`src/rtl/seg_defs.sv`:
```
// Shared constants for the 4-digit seven-segment scan controller:
// register map, segment table, blank levels and the register-set type.
package seg_defs;

  localparam logic [1:0] ADDR_DIGITS = 2'd0;
  localparam logic [1:0] ADDR_DOT    = 2'd1;
  localparam logic [1:0] ADDR_ENABLE = 2'd2;
  localparam logic [1:0] ADDR_RSVD   = 2'd3;

  localparam logic [6:0] SEG_BLANK = 7'h7F;
  localparam logic [3:0] SEL_BLANK = 4'hF;

  // Active-low {g,f,e,d,c,b,a}, entry 15 leftmost
  localparam logic [15:0][6:0] SEG_TABLE = {
    7'h0E, 7'h06, 7'h21, 7'h46,
    7'h03, 7'h08, 7'h10, 7'h00,
    7'h78, 7'h02, 7'h12, 7'h19,
    7'h30, 7'h24, 7'h79, 7'h40
  };

  typedef enum logic {
    ST_BLANK,
    ST_SHOW
  } scan_state_e;

  typedef struct packed {
    logic [15:0] digits;
    logic [3:0]  dot;
    logic [3:0]  en;
  } disp_regs_t;

  localparam disp_regs_t REGS_RST = '{
    digits: 16'h0000,
    dot:    4'h0,
    en:     4'hF
  };

endpackage

```
`src/rtl/seg_hex_decoder.sv`:
```
// Combinational hex nibble to active-low seven-segment pattern.
module seg_hex_decoder
  import seg_defs::*;
(
  input  logic [3:0] nib,
  output logic [6:0] seg
);

  always_comb begin
    seg = SEG_TABLE[nib];
  end

endmodule

```
`src/rtl/seg_scan_ctrl.sv`:
```
// Multiplexed 4-digit display scanner with MMIO shadow registers
// that commit to the active set only at the end of each frame.
module seg_scan_ctrl
  import seg_defs::*;
#(
  parameter int SCAN_DIV  = 100000,
  parameter int BLANK_CYC = 16
) (
  input  logic        sysclk,
  input  logic        rst,
  input  logic        wr_en,
  input  logic [1:0]  wr_addr,
  input  logic [31:0] wr_data,
  output logic        wr_ready,
  output logic [6:0]  Seg,
  output logic        Dot,
  output logic [3:0]  Sel
);

  localparam int CW = $clog2(SCAN_DIV);
  localparam logic [CW-1:0] CNT_LAST = CW'(SCAN_DIV - 1);
  localparam logic [CW-1:0] CNT_SHOW = CW'(BLANK_CYC);

  scan_state_e state_q, state_d;
  logic [1:0]  digit_q, digit_d;
  logic [CW-1:0] cnt_q, cnt_d;

  disp_regs_t shadow_q, shadow_d;
  disp_regs_t active_q, active_d;
  logic pending_q, pending_d;
  logic ready_q, ready_d;

  logic [6:0] seg_q, seg_d;
  logic       dot_q, dot_d;
  logic [3:0] sel_q, sel_d;

  logic cnt_wrap;
  logic frame_end;
  logic wr_take;
  logic [3:0] nib;
  logic [6:0] hex_seg;

  always_comb begin
    cnt_wrap  = (cnt_q == CNT_LAST);
    frame_end = cnt_wrap && (digit_q == 2'd3)
                && (state_q == ST_SHOW);
    wr_take   = wr_en && ready_q;
  end

  always_comb begin
    cnt_d   = cnt_wrap ? '0 : cnt_q + 1'b1;
    digit_d = cnt_wrap ? digit_q + 2'd1 : digit_q;
    state_d = state_q;
    unique case (state_q)
      ST_BLANK: if (cnt_d >= CNT_SHOW) state_d = ST_SHOW;
      ST_SHOW:  if (cnt_wrap) state_d = ST_BLANK;
    endcase
  end

  // A write landing on the boundary cycle commits one frame later
  always_comb begin
    shadow_d  = shadow_q;
    active_d  = active_q;
    pending_d = pending_q;
    if (frame_end) begin
      active_d  = shadow_q;
      pending_d = 1'b0;
    end
    if (wr_take) begin
      pending_d = 1'b1;
      unique case (1'b1)
        (wr_addr == ADDR_DIGITS): shadow_d.digits = wr_data[15:0];
        (wr_addr == ADDR_DOT):    shadow_d.dot    = wr_data[3:0];
        (wr_addr == ADDR_ENABLE): shadow_d.en     = wr_data[3:0];
        default: ;
      endcase
    end
    ready_d = !pending_d;
  end

  always_comb begin
    nib = active_q.digits[{digit_q, 2'b00} +: 4];
  end

  seg_hex_decoder u_dec (
    .nib (nib),
    .seg (hex_seg)
  );

  always_comb begin
    seg_d = SEG_BLANK;
    dot_d = 1'b1;
    sel_d = SEL_BLANK;
    if (state_q == ST_SHOW && active_q.en[digit_q]) begin
      sel_d = ~(4'b0001 << digit_q);
      seg_d = hex_seg;
      dot_d = ~active_q.dot[digit_q];
    end
  end

  always_ff @(posedge sysclk or negedge rst) begin
    if (!rst) begin
      state_q   <= ST_BLANK;
      digit_q   <= 2'd0;
      cnt_q     <= '0;
      shadow_q  <= REGS_RST;
      active_q  <= REGS_RST;
      pending_q <= 1'b0;
      ready_q   <= 1'b1;
      seg_q     <= SEG_BLANK;
      dot_q     <= 1'b1;
      sel_q     <= SEL_BLANK;
    end else begin
      state_q   <= state_d;
      digit_q   <= digit_d;
      cnt_q     <= cnt_d;
      shadow_q  <= shadow_d;
      active_q  <= active_d;
      pending_q <= pending_d;
      ready_q   <= ready_d;
      seg_q     <= seg_d;
      dot_q     <= dot_d;
      sel_q     <= sel_d;
    end
  end

  assign wr_ready = ready_q;
  assign Seg      = seg_q;
  assign Dot      = dot_q;
  assign Sel      = sel_q;

endmodule
```
`config.mk`:
```
export PLATFORM = sky130hd
export DESIGN_NAME = seg_scan_ctrl
export DESIGN_NICKNAME = d
export VERILOG_FILES = /design/src/rtl/seg_defs.sv /design/src/rtl/seg_hex_decoder.sv /design/src/rtl/seg_scan_ctrl.sv
export SDC_FILE = /design/constraint.sdc
export NUM_CORES = 1
export LEC_CHECK = 0
export ABC_AREA = 1
export BUFFER_PORTS_ARGS = -buffer_cell sky130_fd_sc_hd__buf_4
export CAP_MARGIN = 40
export CORE_MARGIN = 4
export CORE_UTILIZATION = 29
export DETAILED_ROUTE_END_ITERATION = 12
export PLACE_DENSITY = 0.46
export SYNTH_ARGS = -nofsm -noshare
export SYNTH_HDL_FRONTEND = slang
export SYNTH_SLANG_ARGS = --single-unit
```
`constraint.sdc`:
```
create_clock -name sysclk -period 3.55 [get_ports sysclk]
set_input_delay 0.5325 -clock sysclk [delete_from_list [all_inputs] [get_ports sysclk]]
set_output_delay 0.5325 -clock sysclk [all_outputs]
set_load 0.005 [all_outputs]
```
## Word level (Yosys, flattened, before mapping)

Memory sizes are Yosys's and may differ from the RTL's.
Cells that the tools add are included.
W data, S select, Z words.

| operators by class | value |
|---|---|
| magnitude comparators | 3 |
| reductions and logical operators | 9 |
| equality and inequality tests | 4 |
| $add $sub $neg | 2 |
| shift operators | 2 |
| mux-type cells | 14 |
| bitwise operators | 3 |

Operators with widths:

| kind | number |
|---|---|
| $add A17 B1 Y17 const B | 1 |
| $eq A17 B17 Y1 const B | 1 |
| $ge A17 B5 Y1 const B | 1 |
| $mux W17 | 1 |
| $shiftx A16 B5 Y4 | 1 |
| $mux W7 | 2 |
| $mux W1 | 7 |
| $reduce_and A2 Y1 | 3 |
| $lt A4 B5 Y1 const B | 1 |
| $bmux W1 S2 | 2 |
| $eq A2 B2 Y1 const B | 2 |
| $logic_and A1 B1 Y1 | 4 |
| $mux W4 | 1 |
| $not A4 Y4 | 1 |
| $shl A1 B2 Y4 const A | 1 |
| $lt A2 B3 Y1 const B | 1 |
| $add A2 B1 Y2 const B | 1 |
| $eq A2 B1 Y1 const B | 1 |
| $logic_not A2 Y1 | 1 |
| $not A1 Y1 | 2 |
| $pmux W1 S2 | 1 |
| $logic_not A1 Y1 | 1 |

| word-level totals | value |
|---|---|
| bits in read-only memories | 112 |
| logic and storage cells | 52 |
| memories kept | 1 |
| register bits after elaboration | 82 |

Memory list:

| memory | depth | width | read ports | clocked after memory_dff | write ports | RTL line | RTL |
|---|---|---|---|---|---|---|---|
| (no name shown) | 16 | 7 | 1 | 0 | 0 | seg_hex_decoder.sv:10 | `seg = SEG_TABLE[nib];` |

## Depth between registers and ports, before layout

Gate-level depths: netlist (run 1).

| logic depth | value |
|---|---|
| word-level depth | 6 |
| gate-level depth with buffers | 13 |

## Modules after synthesis

A second synthesis (run 1) with hierarchy kept.

| unflattened totals | value |
|---|---|
| cell total of the unflattened synthesis | 462 |
| area, all modules | 3880.0 µm² |

By module, submodules not included:

| module | sequential area each (µm²) | cells an instance | area each (µm²) | times used |
|---|---|---|---|---|
| seg_scan_ctrl | 2078.2 | 413 | 3606.0 | 1 |
| seg_hex_decoder | 0.0 | 49 | 274.0 | 1 |

## Least setup slack after synthesis (run 1)

No wires, ideal clock.

| timing | value |
|---|---|
| path type | register to register |
| start | register digit_q[0] |
| end | register seg_q[6] (netlist: Seg[6]) |
| stages on the path, launching flop included | 13 |
| setup slack | 1.885 ns |
| clock period less this slack | 1.665 ns |
| required time | 3.486 ns |
| path buffers | 1 |
| data arrival time | 1.601 ns |
| path through | dfrtp_1 -> inv_2 -> buf_2 -> nand2_1 -> nand3_1 -> nand2_1 -> inv_1 -> ha_1 -> inv_1 -> nor2_1 -> o21bai_1 -> nand2_1 -> nand3_1 |

| on the way | value |
|---|---|
| cells in the longest elaborated chain, start to end | 4 |
| elaborated cells between the ends (all ways) | 7 |

RTL lines:

| element | RTL line | RTL |
|---|---|---|
| from (decl) | seg_scan_ctrl.sv:25 | `logic [1:0] digit_q, digit_d;` |
| from (signal assigned) | seg_scan_ctrl.sv:115 | `digit_q <= digit_d;` |
| $shiftx A16 B5 Y4 or $bmux W1 S2 (tied branches) | seg_scan_ctrl.sv:82, seg_scan_ctrl.sv:94 |  |
| $mem_v2 Z16 W7 or $mux W1 (tied branches) | n/a |  |
| $mux W7 (implied by the code) or $logic_and A1 B1 Y1 (tied branches) | seg_hex_decoder.sv:10, seg_scan_ctrl.sv:94 |  |
| $mux W7 * | seg_scan_ctrl.sv:94 | `if (state_q == ST_SHOW && active_q.en[digit_q]) begin` |
| net seg_d[6] | seg_scan_ctrl.sv:33 | `logic [6:0] seg_q, seg_d;` |
| to (signal assigned) | seg_scan_ctrl.sv:121 | `seg_q <= seg_d;` |
| to (decl) | seg_scan_ctrl.sv:33 |  |

The timed path passes the listed nets; every way through them passes the cells marked *. The select of a mux whose other input is x is not followed.
A chain may end at the register's enable or synchronous reset.

## Worst setup path in the final report (run 1)

Same ends and word-level chain as after synthesis.

==> results of run 1 <==
[final cells by class]
cell class,count,area (µm²),share of cell area [%]
Clock buffer,10,229,4.95
Clock inverter,6,65.1,1.41
Inverter,50,188,4.06
Multi-Input combinational cell,306,1550,33.5
Sequential cell,82,2080,45.0
Tap cell,176,220,4.76
Timing Repair Buffer,38,293,6.33
[cells by family after synthesis]
family	share of synthesized area [%]
compound gates	6.49
xor+xnor	0.450
flops	53.4
buf+inv	6.84
simple gates	25.9
mux	3.47
fa+ha+maj	3.53
[worst min-delay path by stage]
stage / startpoint / endpoint / cells after the start
after floorplan: rst / active_q[10] / 0
after global placement: active_q[0] / active_q[0] / 2
after detailed placement: active_q[3] / active_q[3] / 2
after CTS: rst / cnt_q[11] / 1
after global routing: rst / cnt_q[11] / 1
final: rst / cnt_q[11] / 1
[power by group]
group / leakage (nW) / switching (mW) / internal (mW)
Clock: 0.143 / 0.382 / 0.548
Sequential: 1.05 / 0 / 0.936
Combinational: 1.06 / 0.0239 / 0.0157
[stage by stage]
step	std cells	total power [mW]	hold slack, ns	setup slack (ns)
after global routing	668	1.98	0.198	1.05
after detailed placement	651	0.994	0.455	1.22
after global placement	650	0.994	0.455	1.27
after CTS	667	1.94	0.179	1.21
after floorplan	450	0.954	0.237	1.88
final	668	1.91	0.164	1.35
[synth_stat cells, drive strengths merged]
cell type | instances | area share [%]
dfstp | 21 | 14
nand3 | 24 | 3.1
clkbuf | 2 | 0.19
o21bai | 5 | 1.1
inv | 50 | 4.8
nand4 | 8 | 1.3
mux2 | 12 | 3.5
nor4 | 1 | 0.32
ha | 11 | 3.5
nand2 | 161 | 16
buf | 10 | 1.8
nor2 | 40 | 4.6
o311ai | 1 | 0.22
xor2 | 2 | 0.45
o211ai | 1 | 0.19
a21oi | 8 | 1.0
nand3b | 1 | 0.19
dfrtp | 61 | 39
o21ai | 31 | 4.0
[critical path: stages (launching register included)]
cell and delay [ns]:
sky130_fd_sc_hd__dfrtp_1 0.67, sky130_fd_sc_hd__inv_2 0.25, sky130_fd_sc_hd__nand2_1 0.11, sky130_fd_sc_hd__nand3_1 0.09, sky130_fd_sc_hd__nand2_1 0.26, sky130_fd_sc_hd__inv_1 0.11, sky130_fd_sc_hd__ha_1 0.21, sky130_fd_sc_hd__inv_1 0.06
sky130_fd_sc_hd__nor2_1 0.05, sky130_fd_sc_hd__o21bai_1 0.16, sky130_fd_sc_hd__nand2_1 0.05, sky130_fd_sc_hd__nand3_1 0.08
[state kept, by name (all words and copies together), names as in the netlist]
signal / count
cnt_q: 17
shadow_q: 24
digit_q: 2
wr_ready: 1
Sel: 4
Dot: 1
Seg: 7
active_q: 24
state_q: 1
pending_q: 1
[metal layers]
metal / wire [µm] / GRT usage, % / vias up
met5: 0 / 0 / -
met4: 42 / 4.11 / 0
met3: 314 / 3.27 / 2
met2: 3750 / 18.9 / 47
met1: 4140 / 16.6 / 1354
li1: - / - / 1491
==> results.txt, run 1 <==
Setup violations remaining at the end of the flow were counted as 0. Number of warnings printed during yosys synthesis: 0. The total core area is 0.0132 mm², and the standard-cell row count is 42. After clock tree synthesis, the setup repair step added 0 buffers.

The post-synthesis instance area was 0.00389 mm². In this run the static leakage power is 2.25 nW. The H-tree generated during clock tree synthesis spans 3 levels.

Following the worst setup path forward leads to its endpoint at Seg[6]. The final max-slew violation count is 0. The worst setup path is launched from a register. The width of the chip is 124 µm, and the largest fanout on the critical path is 16. The number of nets in the synthesized netlist is 498. After the last flow step, the layout net total stands at 535.

The tools report the buffer cell driving the clock tree root as sky130_fd_sc_hd__clkbuf_16. The clock transition at the registers of the reported paths works out to 0.06 ns. The number of buffer cells added on primary ports came out at 33. Counting along the longest clock path gives a buffer depth of 2. The worst clock skew was 0.00565 ns; the mean number of vias per cell was 4.33. Global routing consumed, over all layers together, 12.2% of the routing resources.

The hold violation total from the final report came out at 0. Arrival time at the worst endpoint: 2.46 ns. The initial utilization of the core area, before any placement, comes to 29.5%. In the final layout, the share of cells above drive strength 1 is 22.2%. The boundary pin count is 50, and the flip-flop and latch count after synthesis is 82. In the layout the commonest cells are sky130_fd_sc_hd__nand2_1, sky130_fd_sc_hd__dfrtp_1, sky130_fd_sc_hd__inv_1.

The routed wirelength normalized by instance count came out at 12.3 µm. The post-synthesis average cell area was 8.66 µm²; the clock sink total was 82. The power per cell area came out at 412 mW/mm². The kind of end point of the critical path is a register. The final layout contains routed wiring with a total length of 8.24 mm. The startpoint of the lowest-slack register-to-register path is digit_q[0]. At the pin with the least slew margin, the transition time is 0.728 ns. The antenna diode count was 0. Counting the fill cells in the layout gives 1379. Maximum clock frequency: 454 MHz. Setup repair after global routing left no endpoint under its margin. The logs give 35.1% for the core occupancy in the finished layout and 2894 for the vias after detailed routing. The logs give 0 for the number of antenna violations at the first check in global routing and 1.35 ns for the setup slack of the most critical reg-to-reg path.

The total iterations of the first detailed-routing run came out at 4. Across the run, the number of max-cap violations was 0. After routing, the total negative slack on setup checks comes to 0 ns. The number of distinct library cell variants in the gate-level netlist after synthesis was 26; the worst reg2reg path depth was 11. The flow ran to the end, and the final reports show no timing, DRC or antenna violations.

The layout overhead on the synthesized area came out at 18.7%. The first global-routing pass estimated 14.6 mm of wire. The final standard cell area without fillers is 0.00462 mm². In this run the remaining antenna-violating nets after routing total 0. TritonCTS built the clock tree. The number of buffers inserted during clock tree synthesis was 9; the global route total overflow was 0.

In this run the cell area measured after placement is 0.00432 mm². The category of the critical setup timing path is register to register. The wire-length estimate of the detail-placed layout is 5.91 mm. The detailed router finished its first iteration with 163 violations.

The critical path launch point was digit_q[0]. Across the VDD grid, the largest voltage drop is 0.268 mV. The die is 124 µm tall. Sequential area share after synthesis: 53.4%. The congestion estimate from routability-driven global placement came to 0.814.

The run gives 0 as the total DRC errors in the routed layout. Leaving out fill and tap cells, the most frequent cell in the layout is sky130_fd_sc_hd__nand2_1. The share of the clock period used by the worst path works out to 62.0%. Entering global routing, the biggest net connects 40 pins. The worst path in the final design needs a cycle of 2.20 ns, including I/O delays and setup. The number of global-route vias before repair is 2975. Once the clock tree was built, the resizer swapped 0 gates to a different size. The instance count of the mapped netlist was 450.

The tools report the end of the worst register-to-register path as Seg[6]. The worst pin sits at a relative slew slack of 51.4%. The die covers 0.0153 mm². Data on the critical path is required at its endpoint by 3.80 ns. The class of the worst hold path was input port to asynchronous set/reset pin. For the later-pin clock latency in the skew report, the log shows 0.34 ns. The number of buffers added to fix hold violations after cts was 0.
(Power assumes the default switching activity.)
==> inputs of run 2 (changes only) <==
--- a/config.mk
+++ b/config.mk
@@ -11,7 +11,7 @@
 export CORE_MARGIN = 4
 export CORE_UTILIZATION = 29
 export DETAILED_ROUTE_END_ITERATION = 12
-export PLACE_DENSITY = 0.46
+export PLACE_DENSITY = 0.47
 export SYNTH_ARGS = -nofsm -noshare
 export SYNTH_HDL_FRONTEND = slang
 export SYNTH_SLANG_ARGS = --single-unit
==> constraint.sdc (replaced) <==
create_clock -name sysclk -period 1.8 [get_ports sysclk]
set_input_delay 0.27 -clock sysclk [delete_from_list [all_inputs] [get_ports sysclk]]
set_output_delay 0.27 -clock sysclk [all_outputs]
set_load 0.005 [all_outputs]
==> results.txt, run 2 (synthesis gave the netlist of run 1 again) <==
The flow ran to the end, and the final reports show no timing, DRC or antenna violations. The number of levels the H-tree was split into was 3; the worst clock skew was 0.00961 ns. The number of global-route vias before repair is 3097, and the starting density of the core is 29.5%. The worst setup path is of the register to register kind. The run gives 0 as the number of antenna violations at the first check in global routing.

The tree is rooted in a sky130_fd_sc_hd__clkbuf_16. No sink is reached through more buffers than the 2 on the longest clock path. The worst hold path terminates at shadow_q[16]. The height of the die is 124 µm. Fill cells in the final layout number 1377.

The slowest stage of the critical path belongs to the cell sky130_fd_sc_hd__dfrtp_1. Once detail routing completed, the nets flagged for antenna violations numbered 0. Entering global routing, the biggest net connects 36 pins. Slew at the pin closest to its max-slew limit: 0.453 ns.

The share of the clock period used by the worst path is 91.2%. Traced cell by cell, the critical path runs through ha_1 -> nand2_2 -> nor2_1 -> nand2_1 -> nand2_1 -> o21ai_1 -> nand3_1 -> nor2_2 -> nand2_1 -> nor2_1 -> nor2_1. Total DRC errors in the routed layout: 0. In this run the critical register-to-register path is launched from cnt_q[1].

The analysis attributes to cell leakage a power of 2.37 nW. The required time of the critical path was 2.03 ns. Summing all placed instances gives a cell area of 0.00446 mm². Clock latency on the worst-skew pair, taken at its later pin, is 0.34 ns. The die is 124 µm wide.

The total iterations of the first detailed-routing run was 4. The setup slack of the most critical reg-to-reg path is 0.16 ns, and the final RePlAce weighted congestion is 0.857. In this run, the number of DRC markers left after iteration 0 of detailed routing was 152. The cell family contributing the most delay on the critical path is simple AND/OR/NAND/NOR gates. The antenna diode count was 0; the shortest period the worst path allows was 1.64 ns. The core occupancy in the finished layout is 36.6%, and the layout overhead on the synthesized area is 23.9%. The number of buffers and inverters on the critical path is 0. For met3 alone, demand over resource in global routing was 3.18%. The routed layout has 3006 vias. Hold is met by 0.163 ns. For the final max-slew violation count, the log shows 0. The biggest cell delay along the critical path works out to 0.40 ns. Pin placement for this block handled 50 I/O pins. Maximum clock frequency: 609 MHz.

The HPWL after detailed placement is 6.00 mm. In the layout the commonest cells are sky130_fd_sc_hd__nand2_1, sky130_fd_sc_hd__dfrtp_1, sky130_fd_sc_hd__buf_4. The worst hold path belongs to the class input port to register. The end of the worst register-to-register path was state_q. Summed over all failing endpoints, the final setup total negative slack is 0 ns.

The first global-routing pass estimated 14.4 mm of wire. The post-route netlist has 27.1% of its cells at a drive strength greater than 1. The standard-cell row count came out at 42. STA classifies the critical path startpoint as a register.

The startpoint identified for the worst hold timing path is wr_data[8]. Number of buffers inserted during clock tree synthesis: 9. Along the worst path, the maximum fanout reaches 4. The final standard cell area without fillers came out at 0.00483 mm².

Clock-pin slew was measured on the worst setup and hold paths at 0.06 ns. Dividing total power by cell area gives a power density of 779 mW/mm². The busiest layer in global routing was met2. Max-cap violations in this run came to 0. Total power for the finished layout comes to 3.76 mW. The worst hold path was traced through 2 stages. Using the TritonRoute via totals, the vias-per-cell ratio works out to 4.37. The largest registers in the layout are active_q x24, shadow_q x24, cnt_q x17. The hold violation total from the final report was 0; the relative slew slack was 69.8%. The met1 global-route usage was 15.6%; the global route total overflow was 0. The number of nets in the final layout was 555. Setup violations remaining at the end of the flow were counted as 0. STA puts the critical path data arrival time at 1.87 ns. The die covers 0.0153 mm².

The number of buffer cells added on primary ports came out at 33. For the worst flop-to-flop path, the logic depth is 11. The run gives 0.0132 mm² as the total core area. STA classifies the critical path endpoint as a register. Leaving out fill and tap cells, the most frequent cell in the layout is sky130_fd_sc_hd__nand2_1. Global routing consumed, over all layers together, 11.9% of the routing resources.

The run gives 19.1% as the global-route track usage on met2. The clock net in this run drives a total of 82 sinks. The routed wirelength normalized by instance count works out to 12.0 µm. The maximum VDD drop was 0.403 mV. TritonCTS built the clock tree. The tools report the total wire length after detailed routing as 8.27 mm.
[run 2: cell types whose count changed in the layout (fill, tap and decap cells not counted), moves of 2 or more]
cell,before,now
sky130_fd_sc_hd__buf_4,37,55
sky130_fd_sc_hd__nand2_1,148,144
sky130_fd_sc_hd__nand2_2,13,17
sky130_fd_sc_hd__nor2_1,36,33
sky130_fd_sc_hd__nor2_2,0,3
sky130_fd_sc_hd__buf_12,0,2
sky130_fd_sc_hd__dfrtp_1,61,59
sky130_fd_sc_hd__dfrtp_2,0,2
[run 2: power by group]
group          total, mW  internal (mW)  switching (mW)  leakage, nW
clock network       1.83           1.08           0.753        0.143
registers           1.85           1.85               0         1.04
logic             0.0834         0.0368          0.0466         1.18
total               3.76           2.96           0.800         2.37
[run 2: worst max path at each step]
| stage | startpoint | depth (start not counted) | to | slack, ns |
|---|---|---|---|---|
| 2_1_floorplan | digit_q[0] | 12 | Seg[6] | 0.13 |
| 3_3_place_gp | digit_q[0] | 11 | Seg[6] | 0.05 |
| 3_5_place_dp | digit_q[0] | 11 | Seg[6] | 0.03 |
| 4_1_cts | digit_q[0] | 11 | Seg[6] | 0.03 |
| 5_1_grt | digit_q[0] | 10 | Seg[0] | -0.006 |
| 6_report | cnt_q[1] | 11 | state_q | 0.16 |
[run 2: metrics by stage]
step | cells | worst slack [ns]
6_report | 688 | 0.159
2_1_floorplan | 450 | 0.135
4_1_cts | 685 | 0.0279
3_5_place_dp | 667 | 0.0293
3_3_place_gp | 667 | 0.0451
5_1_grt | 688 | -0.00608
[run 2: timing repair]
| item | 4_1_cts | 5_1_grt |
|---|---|---|
| endpoints found under the setup margin | 1 | 15 |
| buffers inserted | 1 | 3 |
| hold endpoints to repair | 16 | 0 |
| resized for setup | 0 | 12 |
| pin swaps | 0 | 1 |
| hold buffers | 1 | 0 |
[run 2: final cells by class]
cell class,count,area (µm²),share of cell area [%]
flip-flops and latches,82,2080,43.1
multi-input cells,306,1580,32.7
repair buffers,58,463,9.59
clock buffers,10,229,4.74
well taps,176,220,4.56
inverters,50,188,3.89
clock inverters,6,65.1,1.35
[run 2: metal layers]
layer  part of all wire (%)  up-vias
met2                     46       42
met1                     49     1427
li1                       -     1527
met3                    3.7       10
met5                      0        -
met4                    1.8        0
==> inputs of run 3 (changes only) <==
--- a/config.mk
+++ b/config.mk
@@ -5,7 +5,6 @@
 export SDC_FILE = /design/constraint.sdc
 export NUM_CORES = 1
 export LEC_CHECK = 0
-export ABC_AREA = 1
 export BUFFER_PORTS_ARGS = -buffer_cell sky130_fd_sc_hd__buf_4
 export CAP_MARGIN = 40
 export CORE_MARGIN = 4
==> results.txt, run 3 <==
The flow ran to the end, but the final reports show violations. The checks that failed: setup timing. Leaving out fill and tap cells, the most frequent cells in the layout are sky130_fd_sc_hd__buf_4, sky130_fd_sc_hd__dfrtp_1, sky130_fd_sc_hd__mux2_4. The later-pin clock latency in the skew report is 0.34 ns, and the clock transition at the registers of the reported paths is 0.07 ns. Yosys printed 0 warnings. Setup repair after global routing could not meet its margin everywhere. No sink is reached through more buffers than the 2 on the longest clock path. In this run the core area contains 41 standard-cell rows.

The worst path uses 113% of the clock period. The worst hold path passes through 2 cells. Clock tree synthesis inserted a total of 9 buffers. Max-cap violations in this run came to 0. For the die area, the log shows 0.0152 mm². Buffer cell driving the clock tree root: sky130_fd_sc_hd__clkbuf_16.

The critical path is of the register to register type. In this run the critical register-to-register path is captured at active_q[23]. The congestion estimate from routability-driven global placement came to 0.775. The worst-case IR drop observed on VDD is 0.504 mV. The global-route wire length before repair came out at 13.1 mm.

STA classifies the critical path endpoint as a register. TritonCTS built the clock tree. The smallest clock period supported by the final layout is computed as 2.04 ns.

For the setup slack of the critical path after layout, the log shows -0.239 ns. The number of buffer cells added on primary ports came out at 33. The commonest register cell after synthesis was sky130_fd_sc_hd__dfrtp_1.

Starting density of the core: 30.1%. In this run the power density over the cells is 721 mW/mm². The critical path starts at cnt_q[6].

Critical path launch point type: a register. Data arrives at the worst endpoint at 2.26 ns. Fraction of synthesis flops using an asynchronous set or reset pin: 100%. The number of antenna violations at the first check in global routing was 0; the number of global-route vias before repair was 2544. Summing all non-filler instances in the final layout gives an area of 0.00532 mm². The height of the die is 123 µm. Of the cells placed in the final design, the portion with a size suffix greater than 1 is 56.2%. The tools report the total core area as 0.0128 mm². The startpoint identified for the worst register-to-register timing path is cnt_q[6].

The tools report the total wire length after detailed routing as 8.38 mm. The number of nets handed over by synthesis was 339. Counting every instance in the synthesized netlist gives 291. The tools report the final max-slew violation count as 0. The sequential area share after synthesis is 54.1%.

The area used by multi-input combinational logic came out at 0.00185 mm². The antenna diode count was 0; the post-synthesis average cell area was 13.2 µm². The tools report the beginning of the worst hold path as wr_data[13]. The biggest area consumer among synthesized cells was sky130_fd_sc_hd__dfrtp_1. In the synthesized netlist, the cells that appear most often are sky130_fd_sc_hd__dfrtp_1, sky130_fd_sc_hd__mux2_2, sky130_fd_sc_hd__dfstp_2, sky130_fd_sc_hd__nor2_1, sky130_fd_sc_hd__nand2_1.

Number of distinct library cell variants in the gate-level netlist after synthesis: 44. The tools report the required time of the critical path as 2.02 ns. For hold timing, the worst endpoint is shadow_q[21].

In the final layout, the registers with the most flip-flops are active_q x24, shadow_q x24, cnt_q x17. Of the post-synthesis cell area, the dominant cell type holds 39.7%. The setup check on the worst reg-to-reg path leaves a slack of -0.24 ns. The number of DRC violations after detailed-routing iteration 0 is 110, and the number of levels the H-tree was split into is 3. The final number of setup-violating endpoints was 33; the total iterations of the first detailed-routing run was 6.

Measured against its own limit, the worst slew margin works out to 70.5%. Counting flops and latches in the post-synthesis netlist gives 82. The post-synthesis instance area was 0.00384 mm²; the total half-perimeter wirelength after legalization and detailed placement was 5.44 mm. Worst clock skew: 0.00889 ns. For the overall power after layout, the log shows 3.84 mW.

In the post-synthesis netlist, the biggest area contributors are sky130_fd_sc_hd__dfrtp_1, sky130_fd_sc_hd__dfstp_2, sky130_fd_sc_hd__mux2_2. The run gives 33 as the maximum number of pins on one net before global-route repair. The routed wirelength normalized by instance count works out to 15.0 µm.

Static timing analysis puts the maximum clock frequency at 490 MHz. The combined flip-flop and latch cell area was 0.00208 mm²; the layout overhead on the synthesized area was 38.5%. The number of instances in the placed design came out at 526. The layout has 1218 filler cells.

The worst reg2reg path depth was 5. The class of the worst hold path is input port to register. In the routed design, unresolved DRC markers number 0.

The placement-stage cell area is 0.00458 mm². Count of flip-flops with a built-in enable after synthesis: 0. The die is 123 µm wide. Most frequent cell after synthesis: sky130_fd_sc_hd__dfrtp_1. The logs give 2538 for the vias after detailed routing and 82 for the clock sink total. Mean number of vias per cell: 4.55. In this run the remaining antenna-violating nets after routing total 0. Summed over all cells, the static leakage comes to 2.39 nW. For the pin with the worst max-slew slack, the measured transition is 0.443 ns. The library cell used most frequently in the layout, excluding fill and tap cells, is sky130_fd_sc_hd__buf_4. Of all nets on the critical path, the largest fanout is 6. The global route total overflow came out at 0.

The finished layout holds 558 standard cells, fillers aside. 50 I/O pins were placed. In the final design database the tool counted 429 nets. For this run, the total global-route usage over all layers was measured as 11.5%. The tools report the hold violation total from the final report as 0.
run 3: cells by family after synthesis:
logic type / share of synthesized area (%)
buffers and inverters: 3.78
flip-flops: 54.1
multiplexers: 20.0
AND/OR/NAND/NOR: 10.6
AO/OA/AOI/OAI: 3.65
XOR/XNOR: 4.33
adder cells (fa/ha/maj): 3.58
run 3: stage by stage:
step           hold WS (ns)  worst slack, ns  setup TNS (ns)  utilization (%)
6_report              0.152           -0.239           -5.90             41.6
5_1_grt               0.140           -0.291           -8.27             41.6
4_1_cts               0.139           -0.198           -4.40             39.8
3_5_place_dp          0.252           -0.235           -5.71             35.9
3_3_place_gp          0.252           -0.235           -5.76             35.9
2_1_floorplan       -0.0256           -0.283           -6.19                -
run 3: final cells by class:
cell class | count | area share [%]
clock buffers | 10 | 4.49
clock inverters | 6 | 1.34
inverters | 9 | 0.635
multi-input cells | 186 | 34.7
flip-flops and latches | 82 | 39.1
well taps | 172 | 4.05
repair buffers | 93 | 15.7
run 3: critical path, cell delays in order, from the launching register on:
cell and delay (ns):
sky130_fd_sc_hd__dfrtp_1 0.42, sky130_fd_sc_hd__or4b_4 0.54, sky130_fd_sc_hd__nor3_4 0.20, sky130_fd_sc_hd__and3_4 0.28, sky130_fd_sc_hd__clkbuf_16 0.18, sky130_fd_sc_hd__mux2_4 0.29
run 3: metal layers:
metal	up-vias	share of wire, %	global-route usage, %
met5	-	0	0
met4	0	2.3	4.98
met3	16	4.1	3.71
met2	49	44	16.4
met1	1253	50	16.1
li1	1220	-	-
run 3: power breakdown:
| part | switching, mW | leakage [nW] | internal, mW |
|---|---|---|---|
| combinational | 0.0485 | 1.19 | 0.0368 |
| clock | 0.780 | 0.146 | 1.13 |
| sequential | 0 | 1.05 | 1.85 |
| total | 0.829 | 2.39 | 3.01 |
run 3: repair_timing:
action | CTS | global route
pin swaps | 1 | 11
setup buffers | 5 | 9
resized for setup | 25 | 33
setup endpoints to repair | 33 | 36
hold buffers | 1 | 0
gates cloned | 1 | 2
hold endpoints to repair | 27 | 0
run 3: worst max-delay path by stage:
stage | to | cells past startpoint
6_report | active_q[23] | 5
5_1_grt | active_q[9] | 5
4_1_cts | Seg[3] | 6
3_5_place_dp | active_q[23] | 6
3_3_place_gp | active_q[23] | 6
2_1_floorplan | active_q[10] | 7
